<file path="src/rtl/apb_system_if.sv">
// Request/response bundle between a command source and apb_system.
// master drives requests; slave (apb_system) returns read data.
interface apb_system_if;
    logic        read_i;
    logic        write_i;
    logic        rd_valid_o;
    logic [31:0] rd_data_o;

    modport master (
        output read_i,
        output write_i,
        input  rd_valid_o,
        input  rd_data_o
    );

    modport slave (
        input  read_i,
        input  write_i,
        output rd_valid_o,
        output rd_data_o
    );
endinterface

</file>
<file path="src/rtl/apb_system.sv">
// APB subsystem: pending-request counters, arbiter, APB master FSM and an internal register file.
// Define APB_RR_ARB_EN for round-robin arbitration; otherwise reads have fixed priority.
module apb_system #(
    parameter int unsigned WAIT_STATES = 1,
    parameter int unsigned DEPTH       = 8
) (
    input logic         clk,
    input logic         reset,
    apb_system_if.slave req
);
    // DEPTH is a power of two, at least 2.
    localparam int unsigned AddrW    = (DEPTH > 1) ? $clog2(DEPTH) : 1;
    localparam logic [3:0]  WaitLast = 4'(WAIT_STATES);

    typedef enum logic [1:0] {StIdle, StSetup, StAccess} state_e;

    state_e           state_q, state_d;
    logic [3:0]       rd_pend_q, rd_pend_d;
    logic [3:0]       wr_pend_q, wr_pend_d;
    logic [AddrW-1:0] rd_ptr_q, rd_ptr_d;
    logic [AddrW-1:0] wr_ptr_q, wr_ptr_d;
    logic [AddrW-1:0] paddr_q, paddr_d;
    logic             pwrite_q, pwrite_d;
    logic [31:0]      pwdata_q, pwdata_d;
    logic [31:0]      last_rd_q, last_rd_d;
    logic [31:0]      rd_data_q, rd_data_d;
    logic             rd_valid_q, rd_valid_d;
    logic [3:0]       wait_q, wait_d;
    logic [31:0]      mem_q [DEPTH];
    logic [31:0]      mem_d [DEPTH];

    logic        psel, penable, pready;
    logic [31:0] prdata;
    logic        gnt_rd, gnt_wr;
    logic        both_pick_wr;

    function automatic logic [3:0] pend_next(logic [3:0] cnt, logic req_in, logic gnt);
        if (req_in && !gnt) return (cnt == 4'hF) ? cnt : cnt + 4'd1;
        if (!req_in && gnt) return cnt - 4'd1;
        return cnt;
    endfunction

`ifdef APB_RR_ARB_EN
    // last_wr_q = 1 means the last grant was a write, so a read goes next.
    logic last_wr_q, last_wr_d;

    assign both_pick_wr = ~last_wr_q;

    always_comb begin
        last_wr_d = last_wr_q;
        if (gnt_rd) begin
            last_wr_d = 1'b0;
        end else if (gnt_wr) begin
            last_wr_d = 1'b1;
        end
    end

    always_ff @(posedge clk) begin
        if (!reset) begin
            last_wr_q <= 1'b1;
        end else begin
            last_wr_q <= last_wr_d;
        end
    end
`else
    assign both_pick_wr = 1'b0;
`endif

    always_comb begin
        gnt_rd = 1'b0;
        gnt_wr = 1'b0;
        if (state_q == StIdle) begin
            if (rd_pend_q != 4'd0 && wr_pend_q != 4'd0) begin
                gnt_wr = both_pick_wr;
                gnt_rd = ~both_pick_wr;
            end else begin
                gnt_rd = (rd_pend_q != 4'd0);
                gnt_wr = (wr_pend_q != 4'd0);
            end
        end
    end

    assign rd_pend_d = pend_next(rd_pend_q, req.read_i, gnt_rd);
    assign wr_pend_d = pend_next(wr_pend_q, req.write_i, gnt_wr);

    // Peripheral side: pready on the (WAIT_STATES+1)th ACCESS cycle.
    assign psel    = (state_q != StIdle);
    assign penable = (state_q == StAccess);
    assign pready  = psel && penable && (wait_q == WaitLast);
    assign prdata  = mem_q[paddr_q];
    assign wait_d  = (penable && !pready) ? wait_q + 4'd1 : 4'd0;

    always_comb begin
        mem_d = mem_q;
        if (pready && pwrite_q) begin
            mem_d[paddr_q] = pwdata_q;
        end
    end

    always_comb begin
        state_d    = state_q;
        paddr_d    = paddr_q;
        pwrite_d   = pwrite_q;
        pwdata_d   = pwdata_q;
        rd_ptr_d   = rd_ptr_q;
        wr_ptr_d   = wr_ptr_q;
        last_rd_d  = last_rd_q;
        rd_data_d  = rd_data_q;
        rd_valid_d = 1'b0;
        unique case (state_q)
            StIdle: begin
                if (gnt_rd || gnt_wr) begin
                    state_d  = StSetup;
                    paddr_d  = gnt_wr ? wr_ptr_q : rd_ptr_q;
                    pwrite_d = gnt_wr;
                    pwdata_d = last_rd_q + 32'd1;
                end
            end
            StSetup: state_d = StAccess;
            StAccess: begin
                if (pready) begin
                    state_d = StIdle;
                    if (pwrite_q) begin
                        wr_ptr_d = wr_ptr_q + AddrW'(1);
                    end else begin
                        rd_ptr_d   = rd_ptr_q + AddrW'(1);
                        rd_data_d  = prdata;
                        last_rd_d  = prdata;
                        rd_valid_d = 1'b1;
                    end
                end
            end
            default: state_d = StIdle;
        endcase
    end

    always_ff @(posedge clk) begin
        if (!reset) begin
            state_q    <= StIdle;
            rd_pend_q  <= 4'd0;
            wr_pend_q  <= 4'd0;
            rd_ptr_q   <= '0;
            wr_ptr_q   <= '0;
            paddr_q    <= '0;
            pwrite_q   <= 1'b0;
            pwdata_q   <= 32'd0;
            last_rd_q  <= 32'd0;
            rd_data_q  <= 32'd0;
            rd_valid_q <= 1'b0;
            wait_q     <= 4'd0;
            for (int i = 0; i < int'(DEPTH); i++) begin
                mem_q[i] <= 32'd0;
            end
        end else begin
            state_q    <= state_d;
            rd_pend_q  <= rd_pend_d;
            wr_pend_q  <= wr_pend_d;
            rd_ptr_q   <= rd_ptr_d;
            wr_ptr_q   <= wr_ptr_d;
            paddr_q    <= paddr_d;
            pwrite_q   <= pwrite_d;
            pwdata_q   <= pwdata_d;
            last_rd_q  <= last_rd_d;
            rd_data_q  <= rd_data_d;
            rd_valid_q <= rd_valid_d;
            wait_q     <= wait_d;
            mem_q      <= mem_d;
        end
    end

    assign req.rd_valid_o = rd_valid_q;
    assign req.rd_data_o  = rd_data_q;
endmodule

</file>
<file path="src/flat_wrapper.sv">
// flat-port wrapper written by rule: the top's interface ports become plain ports
module apb_system_flat 
#(
    parameter int unsigned WAIT_STATES = 1,
    parameter int unsigned DEPTH       = 8
)
  (clk, reset, req_read_i, req_write_i, req_rd_valid_o, req_rd_data_o);
  apb_system_if req_i ();
  input logic clk;
  input logic reset;
  input wire logic [$bits(req_i.read_i)-1:0] req_read_i;
  input wire logic [$bits(req_i.write_i)-1:0] req_write_i;
  output wire logic [$bits(req_i.rd_valid_o)-1:0] req_rd_valid_o;
  output wire logic [$bits(req_i.rd_data_o)-1:0] req_rd_data_o;
  assign req_i.read_i = req_read_i;
  assign req_i.write_i = req_write_i;
  assign req_rd_valid_o = req_i.rd_valid_o;
  assign req_rd_data_o = req_i.rd_data_o;
  apb_system #(.WAIT_STATES(WAIT_STATES), .DEPTH(DEPTH)) u_core (.clk(clk), .reset(reset), .req(req_i));
endmodule
</file>
<file path="config.mk">
export PLATFORM = sky130hd
export DESIGN_NAME = apb_system_flat
export DESIGN_NICKNAME = d
export VERILOG_FILES = /design/src/rtl/apb_system_if.sv /design/src/rtl/apb_system.sv /design/src/flat_wrapper.sv
export SDC_FILE = /design/constraint.sdc
export NUM_CORES = 1
export LEC_CHECK = 0
export ABC_CLOCK_PERIOD_IN_PS = 2750
export CORE_ASPECT_RATIO = 0.8
export CORE_MARGIN = 1.5
export CORE_UTILIZATION = 39
export DETAILED_ROUTE_END_ITERATION = 6
export GPL_ROUTABILITY_DRIVEN = 0
export MAX_ROUTING_LAYER = met4
export PLACE_DENSITY = 0.5
export SLEW_MARGIN = 40
export SYNTH_ARGS = -nofsm -noshare
export SYNTH_HDL_FRONTEND = slang
export SYNTH_SLANG_ARGS = --single-unit
</file>
<file path="constraint.sdc">
create_clock -name clk -period 2.75 [get_ports clk]
set_clock_uncertainty 0.05 [all_clocks]
set_input_delay 0.275 -clock clk [delete_from_list [all_inputs] [get_ports clk]]
set_output_delay 0.275 -clock clk [all_outputs]
set_load 0.01 [all_outputs]
</file>
== After elaboration in Yosys (flattened, before gate mapping) ==
Index checks and enable logic that the tools add are counted.

* Bits in registers: 345
* Output and inout port bits: 33

* Add/subtract/negate cells: 8
* Order comparisons: 2
* Eq/ne operators: 7
* Mux-type cells: 31
* Bitwise operators: 2
* Reductions and logical operators: 28

{| class="wikitable"
|+ Operator list
! kind !! number
|-
| bitwise mux 256 bit || 1
|-
| binary-select mux 32 bit (select 3 bit) || 1
|-
| demux 32 bit (select 3 bit) || 1
|-
| two-way mux 32 bit || 3
|-
| two-way mux 4 bit || 10
|-
| adder 32 x 1 -> 32 bit, second input constant || 1
|-
| adder 4 x 1 -> 4 bit, second input constant || 3
|-
| two-way mux 1 bit || 11
|-
| logical AND 1 bit || 10
|-
| AND reduction 3 bit || 3
|-
| equality test 4 bit, second input constant || 2
|-
| nonzero test 4 bit || 2
|-
| subtractor 4 x 1 -> 4 bit, second input constant || 2
|-
| adder 3 x 1 -> 3 bit, second input constant || 2
|-
| one-hot mux 2 bit (3 select lines) || 1
|-
| AND reduction 2 bit || 3
|-
| nonzero test 2 bit || 3
|-
| zero test 1 bit || 5
|-
| equality test 4 x 1 -> 1 bit, second input constant || 1
|-
| greater-or-equal comparator 4 bit, second input constant || 1
|-
| < comparator 4 x 1 -> 1 bit, second input constant || 1
|-
| two-way mux 2 bit || 2
|-
| != test 2 bit, second input constant || 2
|-
| NOT 3 -> 4 bit || 1
|-
| other kinds (6) || 6
|}

== Logic depth before layout (Yosys ltp) ==
Gate-level depths: netlist of run 1.

* Depth in word-level cells: 10
* Depth in mapped cells: 11

== Least setup slack after synthesis of run 1 ==
Ideal clock, no wire load.

* Kind: register to register
* Start: register u_core.wr_pend_q[0]
* End: register u_core.wr_pend_q[3]
* Setup time: 0.074 ns
* Arrival: 2.399 ns
* Data required time: 2.626 ns
* Slack: 0.226 ns
* Stages on the path, launching flop included: 11
* Buffers on the path: 1
* Period minus slack after synthesis: 2.524 ns
* Cell sequence: dfxtp_1 > inv_1 > ha_1 > or3b_2 > nand3_1 > ha_1 > nand2b_1 > clkbuf_1 > or4_1 > a211o_1 > a31oi_1

* Word-level cells in the longest chain between the ends: 8
* Elaborated cells on any way between the ends: 19

{| class="wikitable"
|+ RTL lines
! element !! RTL line !! source
|-
| start: declaration || apb_system.sv:19 || <nowiki>logic [3:0] wr_pend_q, wr_pend_d;</nowiki>
|-
| start signal: assignment || apb_system.sv:157 || <nowiki>wr_pend_q <= wr_pend_d;</nowiki>
|-
| parallel branches: the longest is 8 deep, another holds adder 4 x 1 -> 4 bit || n/a ||
|}

Several ways; the timed one is not identified. The select of a mux whose other input is x is not followed.
A chain may end at the register's enable or synchronous reset.

== Worst setup path in the final report of run 1 ==
* Start: register u_core.rd_pend_q[0]
* End: register u_core.rd_pend_q[3]

* Word-level cells in the longest chain between the ends: 8
* Elaborated cells on any way between the ends: 19

{| class="wikitable"
|+ RTL lines
! element !! RTL line !! source
|-
| start: declaration || apb_system.sv:18 || <nowiki>logic [3:0] rd_pend_q, rd_pend_d;</nowiki>
|-
| start signal: assignment || apb_system.sv:156 || <nowiki>rd_pend_q <= rd_pend_d;</nowiki>
|-
| parallel branches: the longest is 8 deep, another holds adder 4 x 1 -> 4 bit || n/a ||
|}

Several ways; the timed one is not identified. The select of a mux whose other input is x is not followed.

==> metrics.csv, run 1 <==
metric;value;unit
placed instance area;16200;um2
# diodes;0;
DR vias/cell;5.40;
Yosys cell types;47;
unrepaired setup endpoints after global routing;false;
met3 Use GR;2.90;%
Area contributors post-synth;dfxtp_1, mux2i_1, mux4_2, nand2_1, o21ai_0;
Comb pwr share;18.2;%
Place WS;0.277;ns
root buf cell;clkbuf_16;
WP data arrival;2.90;ns
Final Instance Area;17500;um2
CTS tree;built;
hold buffer count at CTS;0;
Cell Count, Final, Fillers Out;2004;
Post-synth top cells;dfxtp_1, nand2_1, mux2i_1;
PnR worst setup slack;0.256;ns
Worst Hold Depth;3;
flip-flop and latch count after synthesis;345;
CP Data Required Time;3.16;ns
fin crit share;90.7;%
P_sw;3.88;mW
chip width;223;um
overall power;13.1;mW
clock sink count;345;
Mean Syn Cell Area;10.3;um2
# rows;64;
most crowded layer after global routing;met2;
clock-pin slew on the worst setup and hold paths;0.06;ns
dpl hpwl;23.0;mm
Max-cap violations;0;
R2R Setup Slk;0.26;ns
Synth top area share;45.9;%
number of global-route vias before repair;10400;
post-route ant nets;0;
post-detailed-route wirelength per cell;19.7;um
Max transition margin;46.5;%
Async S/R FF share, synth;0;%
synthesized cell area;15100;um2
DIE HEIGHT;179;um
Synthesis Warnings;0;
# DRC;0;
minimum clock period;2.49;ns
CTS Buffer Depth;3;
final net count;1496;
initial core utilization;39.5;%
Finished Core Util;45.9;%
Setup TNS Final;0;ns
r2r startpoint;u_core.rd_pend_q[0]$_SDFFE_PN0P_;
Fin. Hold Viols;0;
Pwr Density;749;nW/um2
total CTS buffers;39;
# fillers;3542;
number of setup buffers added after CTS;0;
sequential share of power;41.7;%
first-pass GRT wire length;62.4;mm
R2R depth;9;
static leakage;5.90;nW
area grow syn2layout;16.2;%
dpl cells;1932;
min-delay src;reset;
max-slew violations;0;
ratio of cells with drive above 1 in the final layout;12.9;%
Sw Ratio;29.6;%
GR Util All Layers;20.7;%
Core Box Area;38100;um2
status;completed;
hold crit path type;input pin to register;
worst setup path start;u_core.rd_pend_q[0]$_SDFFE_PN0P_;
grt total ovfl;0;
final wirelength;39.5;mm
pin count of the biggest net entering global routing;71;
Setup crit end kind;register;
cell taking the most area after synthesis;dfxtp_1;
die area;39800;um2
Worst R2R End;u_core.rd_pend_q[3]$_SDFFE_PN0P_;
clk_lat worst skew;0.55;ns
H-tree depth;2;
Startpoint Class;register;
worst-margin pin slew;0.802;ns
Max Fanout on Critical Path;8;
First-pass DRT Iterations;5;
GR Layer Usage met1;29.2;%
syn_nets;1483;
EDFF count, synth;0;
initial antenna violation count;0;
worst hold margin;0.0810;ns
top-count cell post-synth;dfxtp_1;
cells after synthesis;1466;
final setup violation count;0;
first-iteration detailed-routing DRC count;722;
io pins;37;
Port Buffers;36;
hold path endpoint;u_core.req.rd_data_o[29]$_SDFFE_PN0P_;
top_reg_cell synth;dfxtp_1;
register area share after synthesis;45.9;%
Pint;9.22;mW
Fmax;401;MHz
Max IR drop VDD;398;uV
M2 GR Usage;31.5;%
via count;10800;
CTS resizes;0;
critical path class;register to register;
power share of the clock group;40.1;%
==> placed cells by master, fill, tap and decap left out, types with 8 or more instances in the layout <==
| cell | n |
|---|---|
| a211oi_1 | 8 |
| clkdlybuf4s50_1 | 35 |
| buf_4 | 32 |
| xor2_1 | 10 |
| nor2_1 | 30 |
| nand3_1 | 14 |
| nor3_1 | 8 |
| xnor2_1 | 10 |
| clkbuf_16 | 41 |
| ha_1 | 13 |
| buf_12 | 14 |
| a21oi_1 | 55 |
| inv_1 | 16 |
| nand2_1 | 311 |
| o211ai_1 | 10 |
| dfxtp_1 | 342 |
| mux4_2 | 64 |
| o21ai_0 | 56 |
| a31oi_1 | 10 |
| clkbuf_8 | 10 |
| nand4_1 | 21 |
| mux2i_1 | 297 |
| clkbuf_1 | 11 |
==> area by class of cell <==
| type | count | area [um2] | area share, % |
|---|---|---|---|
| clock inverters | 9 | 91.3 | 0.522 |
| multi-input cells | 993 | 7690 | 43.9 |
| flip-flops and latches | 345 | 6920 | 39.5 |
| inverters | 17 | 63.8 | 0.365 |
| clock buffers | 62 | 1200 | 6.89 |
| repair buffers | 83 | 913 | 5.22 |
| well taps | 495 | 619 | 3.54 |
==> routing by layer <==
layer / wire (um) / vias up
met5: 0 / -
met4: 583 / 0
met3: 1310 / 42
met2: 17400 / 175
met1: 20200 / 5355
li1: - / 5249
==> power by group through the flow <==
stage	registers, mW	logic, mW	clock network [mW]
after floorplan	5.43	1.76	0
after global placement	5.57	2.40	0
after detailed placement	5.58	2.41	0
after CTS	5.47	2.42	5.39
after global routing	5.50	2.62	5.60
final	5.46	2.39	5.25
==> state kept, by name (all words and copies together) (netlist names), 4 cells and up <==
register              count
u_core.rd_pend_q          4
u_core.pwdata_q          32
u_core.wait_q             4
u_core.mem_q            256
u_core.req.rd_data_o     32
u_core.wr_pend_q          4
==> how the worst max path moves through the flow <==
stage / to / cells past startpoint
finish: u_core.rd_pend_q[3]$_SDFFE_PN0P_ / 9
global route: u_core.rd_pend_q[3]$_SDFFE_PN0P_ / 9
CTS: u_core.rd_pend_q[3]$_SDFFE_PN0P_ / 9
detailed placement: u_core.rd_pend_q[3]$_SDFFE_PN0P_ / 9
global placement: u_core.rd_pend_q[3]$_SDFFE_PN0P_ / 9
floorplan: u_core.wr_pend_q[3]$_SDFFE_PN0P_ / 10
==> logic make-up after synthesis <==
| group | share of synthesized area [%] |
|---|---|
| compound gates | 6.18 |
| buf+inv | 3.47 |
| mux | 29.3 |
| flops | 45.9 |
| fa+ha+maj | 1.08 |
| simple gates | 12.9 |
| xor+xnor | 1.16 |
==> critical path, cell delays in order (launching register included) <==
cell and delay [ns]:
dfxtp_1 0.40, inv_1 0.07, ha_1 0.23, or3b_2 0.24, nand2_1 0.08, ha_1 0.20
nand2b_1 0.26, or4_1 0.47, a211o_1 0.30, a31oi_1 0.12
Note: power is estimated with default switching activity, not from simulation.
==> inputs of run 2 (changes only) <==
Settings changed: ABC_CLOCK_PERIOD_IN_PS 2750 to 2600, CORE_MARGIN 1.5 to 4.
Clock period 2.75 ns to 2.6 ns, I/O delays scaled along.
==> metrics.csv, run 2 (synthesized netlist as in run 1, its figures left out) <==
metric;value;unit
# diodes;0;
static leakage;5.96;nW
Core Box Area;38200;um2
DIE HEIGHT;184;um
first-pass GRT wire length;63.4;mm
via count;10800;
slowest stage cell, crit path;or4_1;
GR Util All Layers;19.7;%
Largest Register;u_core.mem_q;
dpl hpwl;23.7;mm
area grow syn2layout;16.9;%
# DRC;0;
initial antenna violation count;0;
commonest non-fill, non-tap cell in the layout;dfxtp_1;
max-slew violations;0;
pin count of the biggest net entering global routing;70;
final setup violation count;0;
Pwr Density;777;nW/um2
# rows;64;
# fillers;3554;
Fmax;414;MHz
total CTS buffers;38;
Max-cap violations;0;
initial core utilization;39.4;%
number of global-route vias before repair;10900;
Worst Hold Depth;3;
grt total ovfl;0;
Fin. Hold Viols;0;
CP Data Required Time;3.00;ns
most frequent CP cell;ha_1;
R2R depth;9;
final wirelength;39.1;mm
Setup TNS Final;0;ns
CTS tree;built;
Slowest Stage Delay on Critical Path;0.45;ns
first-iteration detailed-routing DRC count;609;
post-route ant nets;0;
Startpoint Class;register;
hold path endpoint;u_core.req.rd_data_o[24]$_SDFFE_PN0P_;
H-tree depth;2;
worst-margin pin slew;0.686;ns
CTS Buffer Depth;3;
PnR worst setup slack;0.182;ns
die area;41800;um2
delay-heaviest family, CP;simple AND/OR/NAND/NOR gates;
clk_lat worst skew;0.53;ns
chip width;228;um
critical path class;register to register;
Port Buffers;36;
minimum clock period;2.42;ns
Worst R2R End;u_core.rd_pend_q[3]$_SDFFE_PN0P_;
DR vias/cell;5.34;
Largest register FFs;256;
R2R Setup Slk;0.18;ns
clock sink count;345;
min-delay src;reset;
Buf/Inv on CP;1;
hold buffer count at CTS;0;
Place WS;0.147;ns
First-pass DRT Iterations;4;
io pins;37;
r2r startpoint;u_core.rd_pend_q[0]$_SDFFE_PN0P_;
Max Fanout on Critical Path;8;
WP data arrival;2.82;ns
root buf cell;clkbuf_16;
Max transition margin;54.3;%
status;completed;
fin crit share;93.0;%
commonest non-fill, non-tap cells in the layout;dfxtp_1, nand2_1, mux2i_1;
final net count;1515;
unrepaired setup endpoints after global routing;false;
Setup crit end kind;register;
ratio of cells with drive above 1 in the final layout;14.0;%
Max IR drop VDD;727;uV
crit-path cells;inv_1, ha_1, or3b_2, nand2_1, ha_1, nand2b_2, or4_1, a211o_1, a31oi_1;
hold crit path type;input pin to register;
clock-pin slew on the worst setup and hold paths;0.06;ns
post-detailed-route wirelength per cell;19.4;um
-- run 2: worst reg2reg max path, delay by kind of cell, from the launching register on --
| kind | cells | cell delay (ns) |
|---|---|---|
| adder cells (fa/ha/maj) | 2 | 0.41 |
| flip-flops | 1 | 0.40 |
| buffers and inverters | 1 | 0.07 |
| AO/OA/AOI/OAI | 2 | 0.42 |
| AND/OR/NAND/NOR | 4 | 1.00 |
-- run 2: cell type report --
type	instances	area (um2)	share of cell area [%]
Timing Repair Buffer	103	1080	6.15
Inverter	17	63.8	0.363
Multi-Input combinational cell	993	7690	43.7
Tap cell	495	619	3.52
Sequential cell	345	6920	39.3
Clock inverter	14	131	0.747
Clock buffer	54	1090	6.21
-- run 2: layer usage --
metal	GRT usage, %	vias up	routed length, um
li1	-	5287	-
met1	28.4	5294	19800
met2	29.4	171	17300
met3	3.10	48	1500
met4	4.06	0	567
met5	-	-	0
-- run 2: stage by stage --
stage | util [%] | hold WS [ns] | area (um2) | total power [mW] | std cells
floorplan | - | 0.382 | 15100 | 7.61 | 1466
global placement | 42.8 | 0.390 | 16400 | 8.48 | 1953
detailed placement | 42.8 | 0.393 | 16400 | 8.49 | 1953
CTS | 46.0 | 0.108 | 17600 | 13.9 | 2021
global route | 46.1 | 0.131 | 17600 | 14.4 | 2021
finish | 46.1 | 0.112 | 17600 | 13.7 | 2021
-- run 2: worst max-delay path by stage --
stage	cells past startpoint	to	slack, ns	from
after floorplan	10	u_core.wr_pend_q[3]$_SDFFE_PN0P_	0.08	u_core.wr_pend_q[0]$_SDFFE_PN0P_
after global placement	9	u_core.rd_pend_q[3]$_SDFFE_PN0P_	0.19	u_core.rd_pend_q[0]$_SDFFE_PN0P_
after detailed placement	9	u_core.rd_pend_q[3]$_SDFFE_PN0P_	0.15	u_core.rd_pend_q[0]$_SDFFE_PN0P_
after CTS	9	u_core.rd_pend_q[3]$_SDFFE_PN0P_	0.14	u_core.rd_pend_q[0]$_SDFFE_PN0P_
after global routing	9	u_core.rd_pend_q[3]$_SDFFE_PN0P_	0.02	u_core.rd_pend_q[0]$_SDFFE_PN0P_
final	9	u_core.rd_pend_q[3]$_SDFFE_PN0P_	0.18	u_core.rd_pend_q[0]$_SDFFE_PN0P_
-- run 2: where the power goes --
| part | internal, mW | leakage (nW) | switching, mW | total (mW) |
|---|---|---|---|---|
| clock network | 3.13 | 0.599 | 2.18 | 5.31 |
| registers | 5.51 | 2.79 | 0.301 | 5.81 |
| logic | 1.00 | 2.58 | 1.56 | 2.56 |
| total | 9.64 | 5.96 | 4.04 | 13.7 |
-- run 2: timing repair --
| item | 4_1_cts | 5_1_grt |
|---|---|---|
| resized for setup | 0 | 1 |
| buffers inserted | 0 | 0 |
| endpoints found under the setup margin | 0 | 1 |
| hold endpoints to repair | 0 | 0 |
